<file path="src/rtl/pll_rst_sequencer.sv">
`timescale 1ns/1ps
// PLL bring-up sequencer: resets the PLL, qualifies lock and releases domain resets in order.
// Define PLL_SEQ_RETRY_EN to retry failed attempts up to MAX_RETRY times before the sticky fault.
module pll_rst_sequencer #(
  parameter int NUM_DOM      = 4,
  parameter int AR_CYCLES    = 16,
  parameter int LOCK_STABLE  = 1024,
  parameter int LOCK_TIMEOUT = 65536,
  parameter int STAGE_GAP    = 256,
  parameter int MAX_RETRY    = 7,
  localparam int RW = (MAX_RETRY > 0) ? $clog2(MAX_RETRY + 1) : 1
) (
  input  logic               clk,
  input  logic               rst,
  input  logic               pll_locked,
  output logic               pll_areset,
  output logic [NUM_DOM-1:0] dom_rst_n,
  output logic               ready,
  output logic               fault,
  output logic [2:0]         state,
  output logic [RW-1:0]      retry_cnt
);

  localparam int MAX_AB = (AR_CYCLES > LOCK_STABLE) ? AR_CYCLES : LOCK_STABLE;
  localparam int MAX_CD = (LOCK_TIMEOUT > STAGE_GAP) ? LOCK_TIMEOUT : STAGE_GAP;
  localparam int MAX_T  = (MAX_AB > MAX_CD) ? MAX_AB : MAX_CD;
  localparam int TW     = (MAX_T > 1) ? $clog2(MAX_T) : 1;

  localparam logic [TW-1:0]      AR_LAST  = TW'(AR_CYCLES - 1);
  localparam logic [TW-1:0]      ST_LAST  = TW'(LOCK_STABLE - 1);
  localparam logic [TW-1:0]      TO_LAST  = TW'(LOCK_TIMEOUT - 1);
  localparam logic [TW-1:0]      GAP_LAST = TW'(STAGE_GAP - 1);
  localparam logic [NUM_DOM-1:0] DOM_ONE  = NUM_DOM'(1);

  typedef enum logic [2:0] {
    ASSERT_AR = 3'd0,
    WAIT_LOCK = 3'd1,
    STABLE    = 3'd2,
    RELEASE   = 3'd3,
    RUN       = 3'd4,
    FAULT     = 3'd5
  } state_e;

  state_e             state_q;
  logic               lock_p0;
  logic               lock_s;
  logic [TW-1:0]      ar_cnt;
  logic [TW-1:0]      to_cnt;
  logic [TW-1:0]      st_cnt;
  logic [TW-1:0]      gap_cnt;
  logic [NUM_DOM-1:0] dom_nxt;
  logic               to_done;
  logic               fail;
  logic               stable_done;
  logic               run_entry;
  logic               retry_exh;

  assign state       = state_q;
  assign to_done     = (to_cnt == TO_LAST);
  assign dom_nxt     = (dom_rst_n << 1) | DOM_ONE;
  assign stable_done = (state_q == STABLE) && lock_s && (st_cnt == ST_LAST);
  assign run_entry   = !fail &&
                       (((state_q == RELEASE) && (gap_cnt == GAP_LAST) && (&dom_nxt)) ||
                        (stable_done && (NUM_DOM == 1)));

  // Timeout expiry keeps running through STABLE, so a flapping lock cannot stall forever.
  always_comb begin
    fail = 1'b0;
    case (state_q)
      WAIT_LOCK: fail = !lock_s && to_done;
      STABLE:    fail = to_done;
      RELEASE:   fail = !lock_s;
      RUN:       fail = !lock_s;
      default:   fail = 1'b0;
    endcase
  end

`ifdef PLL_SEQ_RETRY_EN
  logic [RW-1:0] retry_q;

  assign retry_exh = (retry_q == RW'(MAX_RETRY));
  assign retry_cnt = retry_q;

  always_ff @(posedge clk or negedge rst) begin
    if (!rst) begin
      retry_q <= '0;
    end else if (fail && !retry_exh) begin
      retry_q <= retry_q + RW'(1);
    end else if (run_entry) begin
      retry_q <= '0;
    end
  end
`else
  assign retry_exh = 1'b1;
  assign retry_cnt = '0;
`endif

  always_ff @(posedge clk or negedge rst) begin
    if (!rst) begin
      lock_p0    <= 1'b0;
      lock_s     <= 1'b0;
      state_q    <= ASSERT_AR;
      pll_areset <= 1'b1;
      dom_rst_n  <= '0;
      ready      <= 1'b0;
      fault      <= 1'b0;
      ar_cnt     <= '0;
      to_cnt     <= '0;
      st_cnt     <= '0;
      gap_cnt    <= '0;
    end else begin
      lock_p0 <= pll_locked;
      lock_s  <= lock_p0;
      if (fail) begin
        pll_areset <= 1'b1;
        dom_rst_n  <= '0;
        ready      <= 1'b0;
        ar_cnt     <= '0;
        if (retry_exh) begin
          state_q <= FAULT;
          fault   <= 1'b1;
        end else begin
          state_q <= ASSERT_AR;
        end
      end else begin
        case (state_q)
          ASSERT_AR: begin
            pll_areset <= 1'b1;
            if (ar_cnt == AR_LAST) begin
              state_q    <= WAIT_LOCK;
              pll_areset <= 1'b0;
              to_cnt     <= '0;
            end else begin
              ar_cnt <= ar_cnt + TW'(1);
            end
          end
          WAIT_LOCK: begin
            if (!to_done) to_cnt <= to_cnt + TW'(1);
            if (lock_s) begin
              state_q <= STABLE;
              st_cnt  <= '0;
            end
          end
          STABLE: begin
            if (!to_done) to_cnt <= to_cnt + TW'(1);
            if (!lock_s) begin
              state_q <= WAIT_LOCK;
            end else if (stable_done) begin
              dom_rst_n <= DOM_ONE;
              gap_cnt   <= '0;
              if (NUM_DOM == 1) begin
                state_q <= RUN;
                ready   <= 1'b1;
              end else begin
                state_q <= RELEASE;
              end
            end else begin
              st_cnt <= st_cnt + TW'(1);
            end
          end
          RELEASE: begin
            if (gap_cnt == GAP_LAST) begin
              gap_cnt   <= '0;
              dom_rst_n <= dom_nxt;
              if (&dom_nxt) begin
                state_q <= RUN;
                ready   <= 1'b1;
              end
            end else begin
              gap_cnt <= gap_cnt + TW'(1);
            end
          end
          RUN: begin
            ready <= 1'b1;
          end
          FAULT: begin
            pll_areset <= 1'b1;
            dom_rst_n  <= '0;
            ready      <= 1'b0;
            fault      <= 1'b1;
          end
          default: begin
            state_q    <= ASSERT_AR;
            pll_areset <= 1'b1;
            dom_rst_n  <= '0;
            ready      <= 1'b0;
            ar_cnt     <= '0;
          end
        endcase
      end
    end
  end

endmodule

</file>
<file path="config.mk">
export PLATFORM = sky130hd
export DESIGN_NAME = pll_rst_sequencer
export DESIGN_NICKNAME = d
export VERILOG_FILES = /design/src/rtl/pll_rst_sequencer.sv
export SDC_FILE = /design/constraint.sdc
export NUM_CORES = 1
export LEC_CHECK = 0
export BUFFER_PORTS_ARGS = -buffer_cell sky130_fd_sc_hd__buf_2
export CAP_MARGIN = 25
export CORE_MARGIN = 1.5
export CORE_UTILIZATION = 35
export DETAILED_ROUTE_END_ITERATION = 6
export SLEW_MARGIN = 25
export SYNTH_ARGS = -nofsm -noshare
export SYNTH_HDL_FRONTEND = slang
export SYNTH_SLANG_ARGS = --single-unit
</file>
<file path="constraint.sdc">
create_clock -name clk -period 2.6 [get_ports clk]
set_input_delay 0 -clock clk [delete_from_list [all_inputs] [get_ports clk]]
set_output_delay 0 -clock clk [all_outputs]
set_load 0.02 [all_outputs]
</file>
==> flow_metrics.tcl, run 1 <==
set metrics [dict create \
    status "finished clean" \
    yosysSeqAreaShare 0.456 \
    dr.pass1.iters 7 \
    power_density_nw_per_um2 844 \
    synth_area_leaders "dfrtp_1 45%, xnor2_1 5.0%, nor2_1 4.8%" \
    required_ns 2.82 \
    syn2layout_area_growth_pct 14.9 \
    clock.fmax_mhz 421 \
    skew_ns 0.00948 \
    hold_viol 0 \
    grt_pass1_vias 3258 \
    dp_hpwl_mm 6.23 \
    power_leakage_nw 2.02 \
    fin_cells 635 \
    async_flop_share 1.00 \
    cts-root-buf "clkbuf_16" \
    yosysUniqueCellTypes 57 \
    critical_path.max_stage_delay_ns 0.57 \
    grtUsageTotal 0.156 \
    synth-edff-count 0 \
    fin_crit_sh 0.913 \
    ys_warn_count 0 \
    die_w_um 112 \
    drive_gt1_frac 0.126 \
    crit_family "simple AND/OR/NAND/NOR gates" \
    routed_wl_mm 9.19 \
    ys_ff_latch 76 \
    antenna_found_initial 0 \
    fin_crit_ns 2.37 \
    maxCapViolations 0 \
    cts_made_buffers 9 \
    cts_sinks 76 \
    place_congestion 0.876 \
    drt-initial-drc-count 264 \
    via_per_inst 5.44 \
    synth_flop_cell "dfrtp_1" \
    slew_viol_final 0 \
    core_area_um2 11500 \
    final_nets 494 \
    grt_first_pass_wirelength_mm 16.0 \
    clk_latency_ns 0.34 \
    cp.buffers_inverters 0 \
    postCtsSetupBuffers 0 \
    antenna_cells 0 \
    critical_path_arrival_ns 2.59 \
    setup_ws_ns 0.225 \
    drc_errors 0 \
    syn_area_um2 4180 \
    worst_pin_slew_ns 0.745 \
    rsz0062_at_grt "false" \
    clk_pin_slew_ns 0.06 \
    setup_tns_ns 0 \
    ir_drop_v 0.000360 \
    rows 39 \
    dp_slack_ns 0.253 \
    hold_path_class "in -> async" \
    clk_path_buf_depth 2 \
    cp_max_fo 18 \
    cp_slowest_cell "or4_1" \
    fill_cells 1139 \
    synthCells 467 \
    portBuffers 12 \
    critPathLaunchType "register" \
    cts.htree.levels 3 \
    grt_remaining_overflow 0 \
    dieArea_um2 12600 \
    setup_violations 0 \
    routedWlPerCell_um 14.5 \
    grt_start_max_net_pins 77 \
    tritoncts "yes" \
    synth_top_area_frac 0.449 \
    initial_core_util 0.363 \
    slew_headroom 0.504 \
    antenna_left 0 \
    num_vias 3456 \
    worstSetupPathType "reg -> reg" \
    crit_chain "or4_1 > nor4_2 > a22oi_2 > nor4_1 > xnor2_1 > nor2_1" \
    yosys.area.top_type "dfrtp_1" \
    die_h_um 112 \
    syn_avg_cell_area_um2 8.95 \
    cp-end-kind "register" \
    io_pins 16 \
    dp_cells 617 \
]
cells in the mapped netlist, types with 2 or more instances:
cell and number:
buf_2 6, inv_1 13, ha_1 4, nor3b_1 2
a31o_2 2, nor3_1 21, or3b_2 3, nor2_1 53
nand3_1 23, or3_1 8, nand2_1 38, o21a_1 3
o21ai_0 37, nand4_1 10, a21oi_1 20, nor4_1 7
xnor2_1 24, and2_1 7, o31ai_1 8, or4_1 3
buf_4 3, nor4_2 2, nor2b_1 5, a21o_1 4
and3_1 11, a31oi_1 19, and4_1 6, clkbuf_1 12
dfrtp_1 75, nand2b_1 7, mux2i_1 4, or2_2 2
placed cells by master (no fill, tap or decap), types with 13 or more instances in the layout:
cell type / instances
nand2_1: 38
nor2_1: 53
buf_4: 16
o21ai_0: 37
xnor2_1: 24
a21oi_1: 19
dfrtp_1: 75
inv_1: 13
a31oi_1: 19
nand3_1: 23
nor3_1: 21
layer usage:
metal | vias to the layer above | GRT usage | part of all wire
met3 | 14 | 0.0281 | 0.033
met5 | - | 0 | 0
met4 | 0 | 0.0726 | 0.020
li1 | 1725 | - | -
met1 | 1645 | 0.221 | 0.49
met2 | 72 | 0.234 | 0.45
cell type report:
class,instances,area (µm²),area share
clock buffers,13,270,0.0563
clock inverters,3,67.6,0.0141
repair buffers,30,206,0.0430
well taps,143,179,0.0373
inverters,13,48.8,0.0102
flip-flops and latches,76,1900,0.397
multi-input cells,357,2120,0.443
what timing repair did:
action | 4_1_cts | 5_1_grt
hold buffers | 2 | 0
endpoints found under the setup margin | 0 | 1
hold endpoints to repair | 76 | 0
gates resized for setup | 0 | 1
flip-flops by register name (all words and copies together), names as in the netlist:
| name | cells |
|---|---|
| st_cnt | 16 |
| lock_p0 | 1 |
| dom_rst_n | 4 |
| fault | 1 |
| ready | 1 |
| lock_s | 1 |
| gap_cnt | 16 |
| to_cnt | 16 |
| pll_areset | 1 |
| ar_cnt | 16 |
| state | 3 |
worst paths after layout:
| kind | startpoint | endpoint | slack, ns | cells past startpoint |
|---|---|---|---|---|
| worst min-delay path | rst | ar_cnt[2] | 0.25 | 2 |
| min in group clk | pll_locked | lock_p0 | 0.30 | 2 |
| worst min register to register | lock_p0 | lock_s | 0.35 | 0 |
| worst max register to register | ar_cnt[13] | to_cnt[15] | 0.23 | 6 |
| max in group asynchronous | rst | gap_cnt[10] | 1.88 | 2 |
| worst max-delay path | ar_cnt[13] | to_cnt[15] | 0.23 | 6 |
cell families after synthesis:
kind of cell | after synthesis | synth area share
and+or+nand+nor | 215 | 0.274
AOI/OAI and AO/OA | 105 | 0.153
DFF | 76 | 0.456
buffers and inverters | 36 | 0.0386
xor gates and xnor gates | 25 | 0.0524
muxes | 5 | 0.0132
adders and majority gates | 4 | 0.0120
other | 1 | 0.000898
power breakdown:
part	internal, mW	total (mW)	leakage [nW]	switching (mW)
clock	0.919	1.40	0.162	0.481
combinational	0.448	1.22	0.824	0.767
sequential	1.30	1.43	1.03	0.137
total	2.67	4.05	2.02	1.39
metrics by stage:
| step | cell area, µm² | hold WS (ns) | total power [mW] | utilization |
|---|---|---|---|---|
| 5_1_grt | 4800 | 0.322 | 4.32 | 0.417 |
| 2_1_floorplan | 4190 | -0.296 | 2.30 | - |
| 3_3_place_gp | 4430 | 0.116 | 2.63 | 0.385 |
| 6_report | 4800 | 0.249 | 4.05 | 0.417 |
| 4_1_cts | 4790 | 0.296 | 4.08 | 0.416 |
| 3_5_place_dp | 4430 | 0.120 | 2.66 | 0.385 |
(Power assumes the default switching activity.)
==> run 2: changes to the inputs <==
Settings changed: GPL_ROUTABILITY_DRIVEN from default to 1, MAX_ROUTING_LAYER from default to met4.
Clock period 2.6 ns to 2.3 ns, I/O delays scaled along.
==> run 2 against run 1 <==
Against the previous run:
- register-to-register slack got worse by 0.19 ns
- die area unchanged
- via count increased by 3.9%
- clock power up 4%
- sequential power up 13%
- count of clock-buffer cells in the layout rose by 1
- sequential share of layout area decreased by 1.5 points
- core utilization rose by 1.7 points
- cell count increased by 3.8%
- fmax up 4.8%
- sequential cell count stayed put
- hold slack better by 0.0047 ns
- critical endpoint is now state[0]
- largest power group unchanged
- highest routed layer unchanged
==> flow_metrics.tcl, run 2 (synthesis results as in run 1) <==
set metrics [dict create \
    critical_path_arrival_ns 2.49 \
    die_h_um 112 \
    antenna_cells 0 \
    via_per_inst 5.45 \
    reg2regPathDepth 6 \
    drive_gt1_frac 0.169 \
    slew_headroom 0.537 \
    grt_start_max_net_pins 77 \
    final_cell_mix "75 x dfrtp_1, 53 x nor2_1, 39 x buf_4, 38 x nand2_1, 36 x o21ai_0" \
    clock.fmax_mhz 441 \
    num_vias 3590 \
    slew_viol_final 0 \
    r2r-end "state[0]" \
    power_mw 4.63 \
    grt_remaining_overflow 0 \
    die_w_um 112 \
    dieArea_um2 12600 \
    power_leakage_nw 2.14 \
    tritoncts "yes" \
    clk_pin_slew_ns 0.06 \
    maxCapViolations 0 \
    cts_made_buffers 9 \
    ir_drop_v 0.000311 \
    skew_ns 0.00869 \
    final_common_cell "dfrtp_1" \
    worstSetupPathType "reg -> reg" \
    final_nets 519 \
    fin_cells 659 \
    r2r_slack_ns 0.03 \
    grt_first_pass_wirelength_mm 16.3 \
    dp_cells 638 \
    portBuffers 12 \
    place_congestion 0.801 \
    cp_max_fo 4 \
    power_density_nw_per_um2 927 \
    rows 39 \
    grtUsageTotal 0.165 \
    cts_sinks 76 \
    fin_crit_ns 2.27 \
    hold_viol 0 \
    clk_path_buf_depth 2 \
    initial_core_util 0.363 \
    routedWlPerCell_um 14.3 \
    critPathLaunchType "register" \
    r2r-start "ar_cnt[8]" \
    status "finished clean" \
    routed_wl_mm 9.42 \
    cts-root-buf "clkbuf_16" \
    setup_violations 0 \
    cts.htree.levels 3 \
    dr.pass1.iters 6 \
    hold_path_class "in -> async" \
    cp-end-kind "register" \
    antenna_left 0 \
    drc_errors 0 \
    grt_pass1_vias 3333 \
    antenna_found_initial 0 \
    io_pins 16 \
    clk_latency_ns 0.34 \
    fin_crit_sh 0.985 \
    drt-initial-drc-count 222 \
    final_util 0.434 \
    core_area_um2 11500 \
    required_ns 2.53 \
    worst_pin_slew_ns 0.694 \
    syn2layout_area_growth_pct 19.5 \
    holdWs_ns 0.254 \
    dp_hpwl_mm 6.39 \
]
==> run 2: repair_timing <==
item / CTS / global route
hold endpoints to repair: 76 / 0
setup buffers: 0 / 3
endpoints found under the setup margin: 0 / 14
resized for setup: 0 / 7
hold buffers: 2 / 0
==> run 2: how the worst max path moves through the flow <==
stage,start,to,slack (ns)
global placement,gap_cnt[11],state[0],0.09
CTS,gap_cnt[11],state[0],0.002
detailed placement,gap_cnt[11],state[0],0.01
finish,ar_cnt[8],state[0],0.03
floorplan,state[2],state[0],0.02
global route,ar_cnt[8],state[0],-0.006
==> run 2: through the flow <==
step                      setup slack (ns)  cell area, µm²   TNS, ns
after floorplan                     0.0174            4190         0
after global placement              0.0873            4600         0
after detailed placement            0.0124            4600         0
after CTS                          0.00224            4930         0
after global routing              -0.00633            4990  -0.00950
final                               0.0348            4990         0
==> run 2: worst max-delay path, stage by stage, from the launching register on <==
cell	delay, ns
dfrtp_1	0.37
or4_1	0.59
nor4_4	0.40
a21oi_2	0.13
a211oi_2	0.20
o211ai_1	0.15
mux2_4	0.31
==> run 2: where the power goes <==
part	internal (mW)	switching [mW]	leakage [nW]
Sequential	1.47	0.147	1.03
Combinational	0.640	0.914	0.958
Clock	0.924	0.536	0.149
Total	3.03	1.60	2.14
==> run 2: layer usage <==
layer  GRT usage  up-vias  share of wire
li1            -     1769              -
met1       0.218     1742           0.50
met2       0.242       64           0.45
met3      0.0270       15          0.028
met4      0.0886        0          0.023
met5           -        -              0
==> run 2: cell type report <==
class	count	area [µm²]
repair buffers	54	399
fillers	1127	6520
clock inverters	1	30.0
well taps	143	179
multi-input cells	358	2160
flip-flops and latches	76	1900
inverters	13	48.8
clock buffers	14	274
